**config.mk**
```make
export PLATFORM = sky130hd
export DESIGN_NAME = alu_nibble_sequencer
export DESIGN_NICKNAME = d
export VERILOG_FILES = /design/src/rtl/alu_nibble_sequencer.sv
export SDC_FILE = /design/constraint.sdc
export NUM_CORES = 1
export LEC_CHECK = 0
export ABC_AREA = 1
export CAP_MARGIN = 20
export CORE_MARGIN = 2
export CORE_UTILIZATION = 53
export CTS_CLUSTER_DIAMETER = 80
export DETAILED_ROUTE_END_ITERATION = 16
export MAX_ROUTING_LAYER = met4
export PLACE_DENSITY = 0.89
export SLEW_MARGIN = 20
export SYNTH_ARGS = -nofsm -noshare
export SYNTH_HDL_FRONTEND = slang
export SYNTH_SLANG_ARGS = --single-unit
```
**constraint.sdc**
```tcl
create_clock -name clk -period 4.7 [get_ports clk]
set_clock_uncertainty 0.05 [all_clocks]
set_input_delay 0.94 -clock clk [delete_from_list [all_inputs] [get_ports clk]]
set_output_delay 0.94 -clock clk [all_outputs]
set_load 0.02 [all_outputs]
```
**src/rtl/alu_nibble_sequencer.sv**
```systemverilog
// Runs one W-bit operation through an external 4-bit combinational ALU, one nibble per
// cycle (LSB first), chaining carry/borrow and registering the wide result and flags.
module alu_nibble_sequencer #(
    parameter int NIBBLES = 4
) (
    input  logic                 clk,
    input  logic                 rst,
    input  logic                 req_valid,
    output logic                 req_ready,
    input  logic [2:0]           req_op,
    input  logic [4*NIBBLES-1:0] req_a,
    input  logic [4*NIBBLES-1:0] req_b,
    input  logic                 req_cin,
    output logic [3:0]           alu_a,
    output logic [3:0]           alu_b,
    output logic [2:0]           alu_opcode,
    output logic                 alu_cin,
    input  logic [3:0]           alu_result,
    input  logic                 alu_cout,
    input  logic                 alu_overflow,
    output logic                 rsp_valid,
    input  logic                 rsp_ready,
    output logic [4*NIBBLES-1:0] rsp_result,
    output logic                 rsp_cout,
    output logic                 rsp_zero,
    output logic                 rsp_negative,
    output logic                 rsp_overflow
);

    localparam int W    = 4 * NIBBLES;
    localparam int IDXW = (NIBBLES > 1) ? $clog2(NIBBLES) : 1;

    localparam logic [2:0] OP_ADD = 3'b000;
    localparam logic [2:0] OP_SUB = 3'b001;
    localparam logic [2:0] OP_SLT = 3'b110;
    localparam logic [2:0] OP_SLL = 3'b111;

    typedef enum logic [1:0] {IDLE, RUN, DONE} state_t;

    state_t            state, state_next;
    logic [IDXW-1:0]   idx;
    logic [2:0]        op_q;
    logic [W-1:0]      a_q, b_q, acc;
    logic              cin_q, carry_q;

    logic              last_nibble, is_arith, chain_cin;
    logic [IDXW+1:0]   nib_shift;
    logic [3:0]        res_nib;
    logic [W-1:0]      nib_mask, acc_next, final_result;
    logic              final_cout, final_ovf;

    assign req_ready = (state == IDLE);
    assign rsp_valid = (state == DONE);

    always_ff @(posedge clk) begin
        if (rst) state <= IDLE;
        else     state <= state_next;
    end

    always_comb begin
        state_next = state;
        case (state)
            IDLE:    if (req_valid)   state_next = RUN;
            RUN:     if (last_nibble) state_next = DONE;
            DONE:    if (rsp_ready)   state_next = IDLE;
            default: state_next = IDLE;
        endcase
    end

    // SLT borrows the SUB datapath; only ADD/SUB take the client's carry-in on nibble 0.
    always_comb begin
        last_nibble  = (idx == IDXW'(NIBBLES - 1));
        is_arith     = (op_q == OP_ADD) || (op_q == OP_SUB);
        nib_shift    = {idx, 2'b00};
        chain_cin    = (idx == '0) ? (is_arith & cin_q) : carry_q;

        alu_a      = 4'h0;
        alu_b      = 4'h0;
        alu_opcode = 3'b000;
        alu_cin    = 1'b0;
        if (state == RUN) begin
            alu_a      = 4'(a_q >> nib_shift);
            alu_b      = 4'(b_q >> nib_shift);
            alu_opcode = (op_q == OP_SLT) ? OP_SUB : op_q;
            alu_cin    = (is_arith || op_q == OP_SLT) ? chain_cin : 1'b0;
        end

        res_nib      = alu_result | {3'b000, (op_q == OP_SLL) & carry_q};
        nib_mask     = W'(4'hF) << nib_shift;
        acc_next     = (acc & ~nib_mask) | (W'(res_nib) << nib_shift);
        final_result = (op_q == OP_SLT) ? W'(alu_cout) : acc_next;
        final_cout   = (is_arith || op_q == OP_SLL) & alu_cout;
        final_ovf    = is_arith & alu_overflow;
    end

    // Response registers only change on the final nibble, so they hold through DONE and IDLE.
    always_ff @(posedge clk) begin
        if (rst) begin
            idx          <= '0;
            op_q         <= 3'b000;
            a_q          <= '0;
            b_q          <= '0;
            cin_q        <= 1'b0;
            acc          <= '0;
            carry_q      <= 1'b0;
            rsp_result   <= '0;
            rsp_cout     <= 1'b0;
            rsp_zero     <= 1'b0;
            rsp_negative <= 1'b0;
            rsp_overflow <= 1'b0;
        end else begin
            if (state == IDLE && req_valid) begin
                op_q    <= req_op;
                a_q     <= req_a;
                b_q     <= req_b;
                cin_q   <= req_cin;
                idx     <= '0;
                acc     <= '0;
                carry_q <= 1'b0;
            end
            if (state == RUN) begin
                acc     <= acc_next;
                carry_q <= alu_cout;
                if (last_nibble) begin
                    idx          <= '0;
                    rsp_result   <= final_result;
                    rsp_cout     <= final_cout;
                    rsp_zero     <= (final_result == '0);
                    rsp_negative <= final_result[W-1];
                    rsp_overflow <= final_ovf;
                end else begin
                    idx <= idx + 1'b1;
                end
            end
        end
    end

endmodule

```
==> results.md, run 1 <==
* Status: complete, no violations
* Drc violations at 0
* Diode count at 0
* Setup TNS Final at 0 ns
* Sequential share of power at about 46%
* CP max-delay cell: dfxtp_1
* Clock buffer depth at 2
* Fin util at between 70% and 80%
* Synthesized area at roughly 0.0034 mm2
* Comb power frac at 14.8%
* Clock-pin transition on the worst setup and hold timing paths at about 0.08 ns
* Most frequent cells in the layout: nor2_1 (124), nand2_1 (85), clkdlybuf4s50_1 (79)
* Post-synthesis to final-layout area growth at 29.8%
* Hpwl dp at around 5.8 mm
* Initial DRT Pass Iterations at 6
* DIE HEIGHT at approximately 84 um
* Antenna violations before repair at 0
* Post-synth cell types at 24
* Post-synthesis compound-gate area fraction at 18.8%
* Vias in the first global route at between 3000 and 4000
* Peak supply drop at around 230 uV
* Post-DR vias/cell at about 5.4
* Pin count of the biggest net entering global routing at 39
* Syn Nets at 544
* Critical Path Start Type: register
* Critical Path RT at about 3.7 ns
* Worst slew pin tran at ~0.97 ns
* WP data arrival at 2.81 ns
* I/O Buffers at between 70 and 80
* Unrepaired setup endpoints after global routing: false
* Avg WL per Cell at ~13 um
* Total global-route track usage at 25.7%
* #FFs+latches synth at 76
* Crit-path cells: inv_2, ha_1, inv_1, a21oi_1, a211oi_1, clkdlybuf4s50_1
* Post-Synth XOR/XNOR Area at 0%
* Rows at 29
* Clk pwr share at 39.3%
* CTS Hold Bufs at 0
* Number of DRC markers in iteration 0 at ~360
* CTS Root Cell: clkbuf_8
* Lkg Pwr at around 0.0017 uW
* Proportion of layout cells with a drive suffix above 1 at roughly 5.7%
* Fillcell total at ~530
* Mapped Cells at about 500
* Largest area contributor in the netlist: dfxtp_1
* Int Power at ~1100 uW
* CP endpoint kind: output port
* Endpoints failing hold at 0
* Setup Fix Bufs, Post-CTS at 0
* Post-CTS sizing at 0
* Post-synthesis average cell area at about 6.9 um2
* Die Span X at roughly 84 um
* Count of max-cap constraint violations at 0
* Worst-Skew Late Latency at approximately 0.34 ns
* Non-Filler Cell Area, Final at about 0.0044 mm2
* Pwr dens at roughly 340 mW/mm2
* Sw Ratio at 25.4%
* Register area share after synthesis at 44.8%
* CP max FO at 20
* Crit share post-route at about 80%
* Final setup viols at 0
* Placed cell area at about 0.0042 mm2
* Type of the worst setup path: register to output port
* Post-synthesis mux area share at 0%
* Commonest non-fill, non-tap cell in the layout: nor2_1
* Sw Pwr at about 390 uW
* Number of H-tree levels at 3
* Main area contributors after synthesis: dfxtp_1 (45%), nor2_1 (14%), o21ai_0 (11%)
* Die area at between 0.007 and 0.008 mm2
* Adder-Cell Fraction of Synth Area at between 1 and 1.5%
* FMAX at 0.263 GHz
* Simple-gate area share of the yosys netlist at between 20% and 30%
* CTS buffer count at 9
* # IOs at 80
* Final WL at 8.49 mm
* Max incr delay on CP at 0.79 ns
* Grt ovf at 0
* Max-slew violation count at 0
* Post-route ant nets at 0
* Yosys warnings at 0
* Synth top area share at between 40 and 50%
* Fin nets at ~610
* Hold WC Path Type: register to register
* Initial core utilization at 54.1%
* Sink Count at between 70 and 80
* Global-route wire length before repair at about 15 mm
* RePlAce Congestion at 0.870
* CTS tree: yes
* Final min period at 3.80 ns
* Max_slew headroom at roughly a third
* Core footprint at approximately 0.0063 mm2
* Main combinational cell family by area after synthesis: simple AND/OR/NAND/NOR gates
* Via count at 3422
final timing paths:
kind         startpoint  cells past startpoint  slack, ns              to
max              idx[1]                      6       0.90         alu_cin
min              acc[7]                      2       0.42          acc[7]
max reg2reg      idx[1]                      6       1.95  rsp_result[11]
min reg2reg      acc[7]                      2       0.42          acc[7]
registers in the layout, summed over array words and instances, names as in the netlist:
signal and count:
rsp_cout 1, b_q 16, rsp_overflow 1, cin_q 1, op_q 3, rsp_result 16
carry_q 1, idx 2, rsp_zero 1, a_q 16, state 2, acc 16
power groups by stage:
| stage | combinational [uW] | clock, uW | sequential (uW) |
|---|---|---|---|
| CTS | 224 | 599 | 696 |
| floorplan | 141 | 0 | 705 |
| global placement | 217 | 0 | 709 |
| detailed placement | 222 | 0 | 711 |
| finish | 225 | 597 | 696 |
| global route | 252 | 630 | 700 |
critical path: cells and delay by family (launching register included):
family / cells / cell delay (ns)
buffers and inverters: 3 / 1.11
DFF: 1 / 0.79
adders and majority gates: 1 / 0.29
AOI/OAI and AO/OA: 2 / 0.28
cell type report:
type | instances | area [um2] | area share (%)
clock buffers | 11 | 141 | 3.21
clock inverters | 4 | 97.6 | 2.21
inverters | 16 | 60.1 | 1.36
multi-input cells | 369 | 1660 | 37.6
flip-flops and latches | 76 | 1520 | 34.5
well taps | 77 | 96.3 | 2.19
repair buffers | 85 | 836 | 19.0
stage by stage:
| step | worst slack (ns) | total power [uW] | cells | hold slack, ns |
|---|---|---|---|---|
| after floorplan | 1.91 | 846 | 494 | 0.383 |
| after global placement | 1.36 | 926 | 623 | 0.397 |
| after detailed placement | 1.33 | 933 | 623 | 0.403 |
| after CTS | 0.948 | 1520 | 638 | 0.421 |
| after global routing | 0.724 | 1580 | 638 | 0.433 |
| final | 0.895 | 1520 | 638 | 0.420 |
routing by layer:
metal | up-vias | part of all wire, % | wire length (um) | GRT usage, %
li1 | 1719 | - | - | -
met1 | 1533 | 42 | 3550 | 30.5
met2 | 150 | 49 | 4190 | 43.1
met3 | 20 | 7.2 | 611 | 5.64
met4 | 0 | 1.7 | 146 | 8.50
met5 | - | 0 | 0 | -
Yosys cell counts:
library cell	number
o21a_1	1
inv_1	12
nand3_1	19
buf_4	2
dfxtp_1	76
nor3_1	1
a21oi_1	48
nor2_4	2
o21ai_0	75
ha_1	4
nand4_1	2
buf_2	17
nand3_2	1
inv_2	4
o21ai_2	1
buf_6	1
nand2_1	85
clkbuf_1	12
nand2_2	3
or2_1	1
buf_1	1
nand2_4	1
a211oi_1	1
nor2_1	124
cells by family after synthesis:
family,count (synthesis)
AO/OA/AOI/OAI,126
adder cells (fa/ha/maj),4
buffers and inverters,49
flip-flops,76
AND/OR/NAND/NOR,239
No activity file was read; power rests on OpenSTA's default activity.
==> run 2: changes to the inputs <==
--- a/config.mk
+++ b/config.mk
@@ -8,11 +8,11 @@
 export ABC_AREA = 1
 export CAP_MARGIN = 20
 export CORE_MARGIN = 2
-export CORE_UTILIZATION = 53
+export CORE_UTILIZATION = 45
 export CTS_CLUSTER_DIAMETER = 80
 export DETAILED_ROUTE_END_ITERATION = 16
 export MAX_ROUTING_LAYER = met4
-export PLACE_DENSITY = 0.89
+export PLACE_DENSITY = 0.81
 export SLEW_MARGIN = 20
 export SYNTH_ARGS = -nofsm -noshare
 export SYNTH_HDL_FRONTEND = slang
==> constraint.sdc (replaced) <==
create_clock -name clk -period 3.2 [get_ports clk]
set_clock_uncertainty 0.05 [all_clocks]
set_input_delay 0.64 -clock clk [delete_from_list [all_inputs] [get_ports clk]]
set_output_delay 0.64 -clock clk [all_outputs]
set_load 0.02 [all_outputs]
==> run 2 against run 1 <==
Core utilization shrank 9.2 points. Combinational power increased by 51%. Wire length grew 3.3%. Die area up 17%. Final cell count increased by 4.2%. Sequential share of layout area fell by 0.31 points. Clock power rose by 26%. Critical path depth stayed put. Sequential power rose by 47%. Highest routed layer unchanged.
==> results.md, run 2 (synthesis results as in run 1) <==
* Status: complete, no violations
* Critical Path RT at approximately 2.5 ns
* Sink Count at 76
* # IOs at 80
* Number of DRC markers in iteration 0 at around 230
* R2R cell count at 7
* CP startpoint: idx[0]
* Initial core utilization at approximately 47%
* M3 GR Usage at under 10%
* CTS buffer count at 9
* Grt ovf at 0
* Commonest non-fill, non-tap cell in the layout: nor2_1
* Reg2Reg Setup Slack at between 0.7 and 0.8 ns
* Proportion of layout cells with a drive suffix above 1 at 6.54%
* Diode count at 0
* Fin Hold WS at around 0.41 ns
* RePlAce Congestion at about 0.85
* Reg2Reg Launch Point: idx[0]
* CP max FO at 9
* Fin util at 61.0%
* Final WL at 8.78 mm
* DIE HEIGHT at 90.9 um
* Max_slew headroom at 49.7%
* Vias in the first global route at 3239
* Post-route ant nets at 0
* Final setup viols at 0
* Critical Path Start Type: register
* CTS Hold Bufs at 0
* Total global-route track usage at 22.4%
* Final min period at 2.90 ns
* Hold WC Path Type: register to register
* Via count at 3404
* Hold Crit Depth at 2
* CTS tree: yes
* Sw Pwr at between 500 and 600 uW
* Top Usage Layer GRT: met2
* Crit share post-route at between 90 and 100%
* Setup Fix Bufs, Post-CTS at 0
* Met2 global-route usage at 37.4%
* Setup TNS Final at 0 ns
* Sw Ratio at a little over a quarter
* Clock buffer depth at 2
* CP endpoint kind: output port
* I/O Buffers at between 70 and 80
* Worst-Skew Late Latency at about 0.35 ns
* CTS Root Cell: clkbuf_8
* Count of max-cap constraint violations at 0
* Pwr dens at 475 mW/mm2
* Avg WL per Cell at between 10 and 15 um
* Peak supply drop at around 200 uV
* Lkg Pwr at about 0.0018 uW
* Post-CTS sizing at 0
* Unrepaired setup endpoints after global routing: false
* Global-route wire length before repair at between 10 and 15 mm
* Post-synthesis to final-layout area growth at 30.9%
* Hpwl dp at between 6 and 7 mm
* Number of H-tree levels at 3
* Fin nets at about 600
* Endpoints failing hold at 0
* FMAX at roughly 0.35 GHz
* Clk pwr share at roughly 36%
* Core footprint at around 0.0073 mm2
* Int Power at between 1500 and 2000 uW
* Pin count of the biggest net entering global routing at 38
* WP data arrival at between 2 and 2.5 ns
* Clock-pin transition on the worst setup and hold timing paths at around 0.070 ns
* Hold endpoint: acc[9]
* Most frequent cells in the layout: nor2_1 (124), nand2_1 (85), clkdlybuf4s50_1 (79)
* Antenna violations before repair at 0
* Worst slew pin tran at between 0.7 and 0.8 ns
* Initial DRT Pass Iterations at 5
* Type of the worst setup path: register to output port
* R2R Path End: rsp_result[11]
* Max-slew violation count at 0
* Drc violations at 0
* Worst min-delay path startpoint: acc[9]
* Rows at 31
* Comb power frac at ~16%
* Sequential share of power at roughly half
* Routing usage on met1 at 26.6%
* Die area at 0.00826 mm2
* Die Span X at 90.9 um
* Post-DR vias/cell at between 5 and 6
==> run 2: cell types whose count changed in the layout (fill, tap and decap cells not counted), sizes merged <==
cell / previous run / this run
clkinv: 0 / 1
clkbuf: 11 / 12
bufinv: 3 / 1
buf: 6 / 11
==> run 2: worst max path at each step <==
stage,to,slack (ns),cells after the start
2_1_floorplan,alu_cin,0.71,7
3_3_place_gp,alu_cin,0.67,6
3_5_place_dp,alu_cin,0.68,6
4_1_cts,alu_cin,0.29,6
5_1_grt,alu_cin,0.12,6
6_report,alu_cin,0.30,6
==> run 2: metal layers <==
metal,share of wire [%],routed length (um),up-vias
met4,2.1,184,0
met1,43,3740,1530
li1,-,-,1739
met2,48,4250,119
met3,6.8,593,16
met5,0,0,-
==> run 2: final cells by class <==
| type | instances | area, um2 |
|---|---|---|
| Tap cell | 99 | 124 |
| Fill cell | 690 | 2840 |
| Sequential cell | 76 | 1520 |
| Clock buffer | 12 | 155 |
| Multi-Input combinational cell | 369 | 1660 |
| Clock inverter | 3 | 46.3 |
| Timing Repair Buffer | 90 | 886 |
| Inverter | 16 | 60.1 |
==> run 2: stage by stage <==
stage	std cells	power, uW	instance area (um2)	setup WS (ns)
2_1_floorplan	494	1240	3400	0.711
3_3_place_gp	650	1370	4250	0.672
3_5_place_dp	650	1380	4250	0.677
4_1_cts	665	2130	4450	0.291
5_1_grt	665	2210	4450	0.116
6_report	665	2110	4450	0.303
==> run 2: worst max-delay path: stages (launching register included) <==
cell	delay, ns
dfxtp_1	0.50
inv_2	0.07
ha_1	0.22
inv_1	0.13
a21oi_1	0.05
a211oi_1	0.22
clkdlybuf4s50_1	0.66
==> run 2: power groups by stage <==
| stage | Sequential, uW | Clock, uW | Combinational [uW] |
|---|---|---|---|
| 2_1_floorplan | 1040 | 0 | 207 |
| 3_3_place_gp | 1040 | 0 | 329 |
| 3_5_place_dp | 1040 | 0 | 336 |
| 4_1_cts | 1020 | 764 | 338 |
| 5_1_grt | 1030 | 802 | 379 |
| 6_report | 1020 | 752 | 339 |
==> run 3: changes to the inputs <==
--- a/config.mk
+++ b/config.mk
@@ -13,6 +13,7 @@
 export DETAILED_ROUTE_END_ITERATION = 16
 export MAX_ROUTING_LAYER = met4
 export PLACE_DENSITY = 0.81
+export SETUP_SLACK_MARGIN = 0.4
 export SLEW_MARGIN = 20
 export SYNTH_ARGS = -nofsm -noshare
 export SYNTH_HDL_FRONTEND = slang
==> run 3 against run 2 <==
Sequential power barely moved. Via count fell by 0.24%. First-iteration DRC count is 2.2% lower. Final cell count unchanged. Die area unchanged. Wire length up 0.25%. Total power barely moved. Largest cell class unchanged.
==> results.md, run 3 (synthesis results as in run 1) <==
* Initial DRT Pass Iterations at 6
* Critical Path RT at 2.51 ns
* Non-Filler Cell Area, Final at approximately 0.0045 mm2
* Final WL at 8.80 mm
* DIE HEIGHT at 90.9 um
* WP data arrival at around 2 ns
* Hold WC Path Type: register to register
* Type of the worst setup path: register to output port
* RePlAce Congestion at 0.854
* CTS buffer count at 9
* Unrepaired setup endpoints after global routing: false
* Post-Layout Cell Count at roughly 670
* CTS tree: yes
* Fin Hold WS at about 0.41 ns
* Critical Path Start Type: register
* Post-route ant nets at 0
* Antenna violations before repair at 0
* CP max-delay cell: clkdlybuf4s50_1
* Fin util at a little over 60%
* Diode count at 0
* Max-slew violation count at 0
* Rows at 31
* Final min period at approximately 2.7 ns
* Vias in the first global route at roughly 3200
* Final setup viols at 0
* Pwr dens at ~470 mW/mm2
* Global-route wire length before repair at ~15 mm
* Die area at between 0.008 and 0.009 mm2
* Total global-route track usage at 22.4%
* Crit share post-route at approximately 84%
* Status: complete, no violations
* CP max FO at 26
* Proportion of layout cells with a drive suffix above 1 at ~6.7%
* I/O Buffers at 79
* FMAX at between 0.3 and 0.4 GHz
* Crit-path cells: inv_2, buf_4, o21ai_0, a21oi_1, clkdlybuf4s50_1
* Reg2Reg Setup Slack at around 0.90 ns
* Clock buffer depth at 2
* Max incr delay on CP at 0.63 ns
* Clock-pin transition on the worst setup and hold timing paths at 0.07 ns
* Hold endpoint: acc[9]
* Most frequent cells in the layout: nor2_1 (124), nand2_1 (85), o21ai_0 (75), dfxtp_1 (75), clkdlybuf4s50_1 (73)
* CP endpoint kind: output port
* Setup TNS Final at 0 ns
* CTS Root Cell: clkbuf_8
* Number of H-tree levels at 3
* Post-synthesis to final-layout area growth at 31.3%
* Via count at ~3400
* Avg WL per Cell at approximately 13 um
* Fillcell total at 684
* Sink Count at 76
* Pin count of the biggest net entering global routing at 38
* Number of DRC markers in iteration 0 at around 220
* CP top delay family: buffers and inverters
* R2R Path End: rsp_result[11]
* Hold Crit Depth at 2
* Worst slew pin tran at 0.711 ns
* Lkg Pwr at between 0.0015 and 0.002 uW
* Initial core utilization at 46.6%
* Post-DR vias/cell at ~5.1
* Reg2Reg Launch Point: idx[1]
* Endpoints failing hold at 0
* Drc violations at 0
* Worst-Skew Late Latency at approximately 0.35 ns
* Placed cell area at between 0.004 and 0.005 mm2
* Count of max-cap constraint violations at 0
* FF/Latch Area at between 0.0015 and 0.002 mm2
* CP Buf/Inv Count at 3
* Core footprint at around 0.0073 mm2
* Fin nets at around 600
* Peak supply drop at 206 uV
* Hpwl dp at ~6.1 mm
* Die Span X at approximately 91 um
* # IOs at 80
* R2R cell count at 7
* Placed cell count at 650
* Worst min-delay path startpoint: acc[9]
* Multi-input gate area at between 0.0015 and 0.002 mm2
* Grt ovf at 0
* Commonest non-fill, non-tap cell in the layout: nor2_1
* Max_slew headroom at between 50% and 60%
-- run 3: cell type report --
| type | instances | share of cell area, % |
|---|---|---|
| Multi-Input combinational cell | 369 | 37.1 |
| Sequential cell | 76 | 34.1 |
| Timing Repair Buffer | 90 | 20.1 |
| Clock buffer | 12 | 3.48 |
| Tap cell | 99 | 2.78 |
| Inverter | 16 | 1.35 |
| Clock inverter | 3 | 1.04 |
-- run 3: per-stage QoR --
stage | total power [uW] | setup slack (ns)
floorplan | 1240 | 0.711
global placement | 1370 | 0.672
detailed placement | 1380 | 0.677
CTS | 2120 | 0.464
global route | 2210 | 0.404
finish | 2110 | 0.524
-- run 3: timing repair --
action | CTS | global route
endpoints found under the setup margin | 4 | 5
setup buffers | 0 | 0
gates resized for setup | 2 | 5
hold buffers | 0 | 0
-- run 3: how the worst max path moves through the flow --
stage,from,endpoint,slack (ns),cells past startpoint
final,idx[0],alu_b[2],0.52,5
after global routing,idx[0],alu_b[2],0.40,5
after CTS,idx[0],alu_a[2],0.46,6
after detailed placement,idx[0],alu_cin,0.68,6
after global placement,idx[0],alu_cin,0.67,6
after floorplan,idx[0],alu_cin,0.71,7
-- run 3: worst min-delay path, cell delays in order, from the launching register on --
cell and delay (ns):
dfxtp_1 0.31, nand2_1 0.06, a21oi_1 0.05
-- run 3: metal layers --
metal / vias to the layer above / wire, um / track usage, % / share of wire, %
li1: 1736 / - / - / -
met1: 1514 / 3740 / 26.6 / 42
met2: 130 / 4270 / 37.4 / 49
met3: 16 / 616 / 4.42 / 7.0
met4: 0 / 175 / 8.71 / 2.0
met5: - / 0 / - / 0
-- run 3: power by group --
group | leakage [uW] | internal [uW] | switching [uW]
logic | 0.00112 | 143 | 194
clock network | 0.0000987 | 400 | 352
registers | 0.000622 | 992 | 30.1
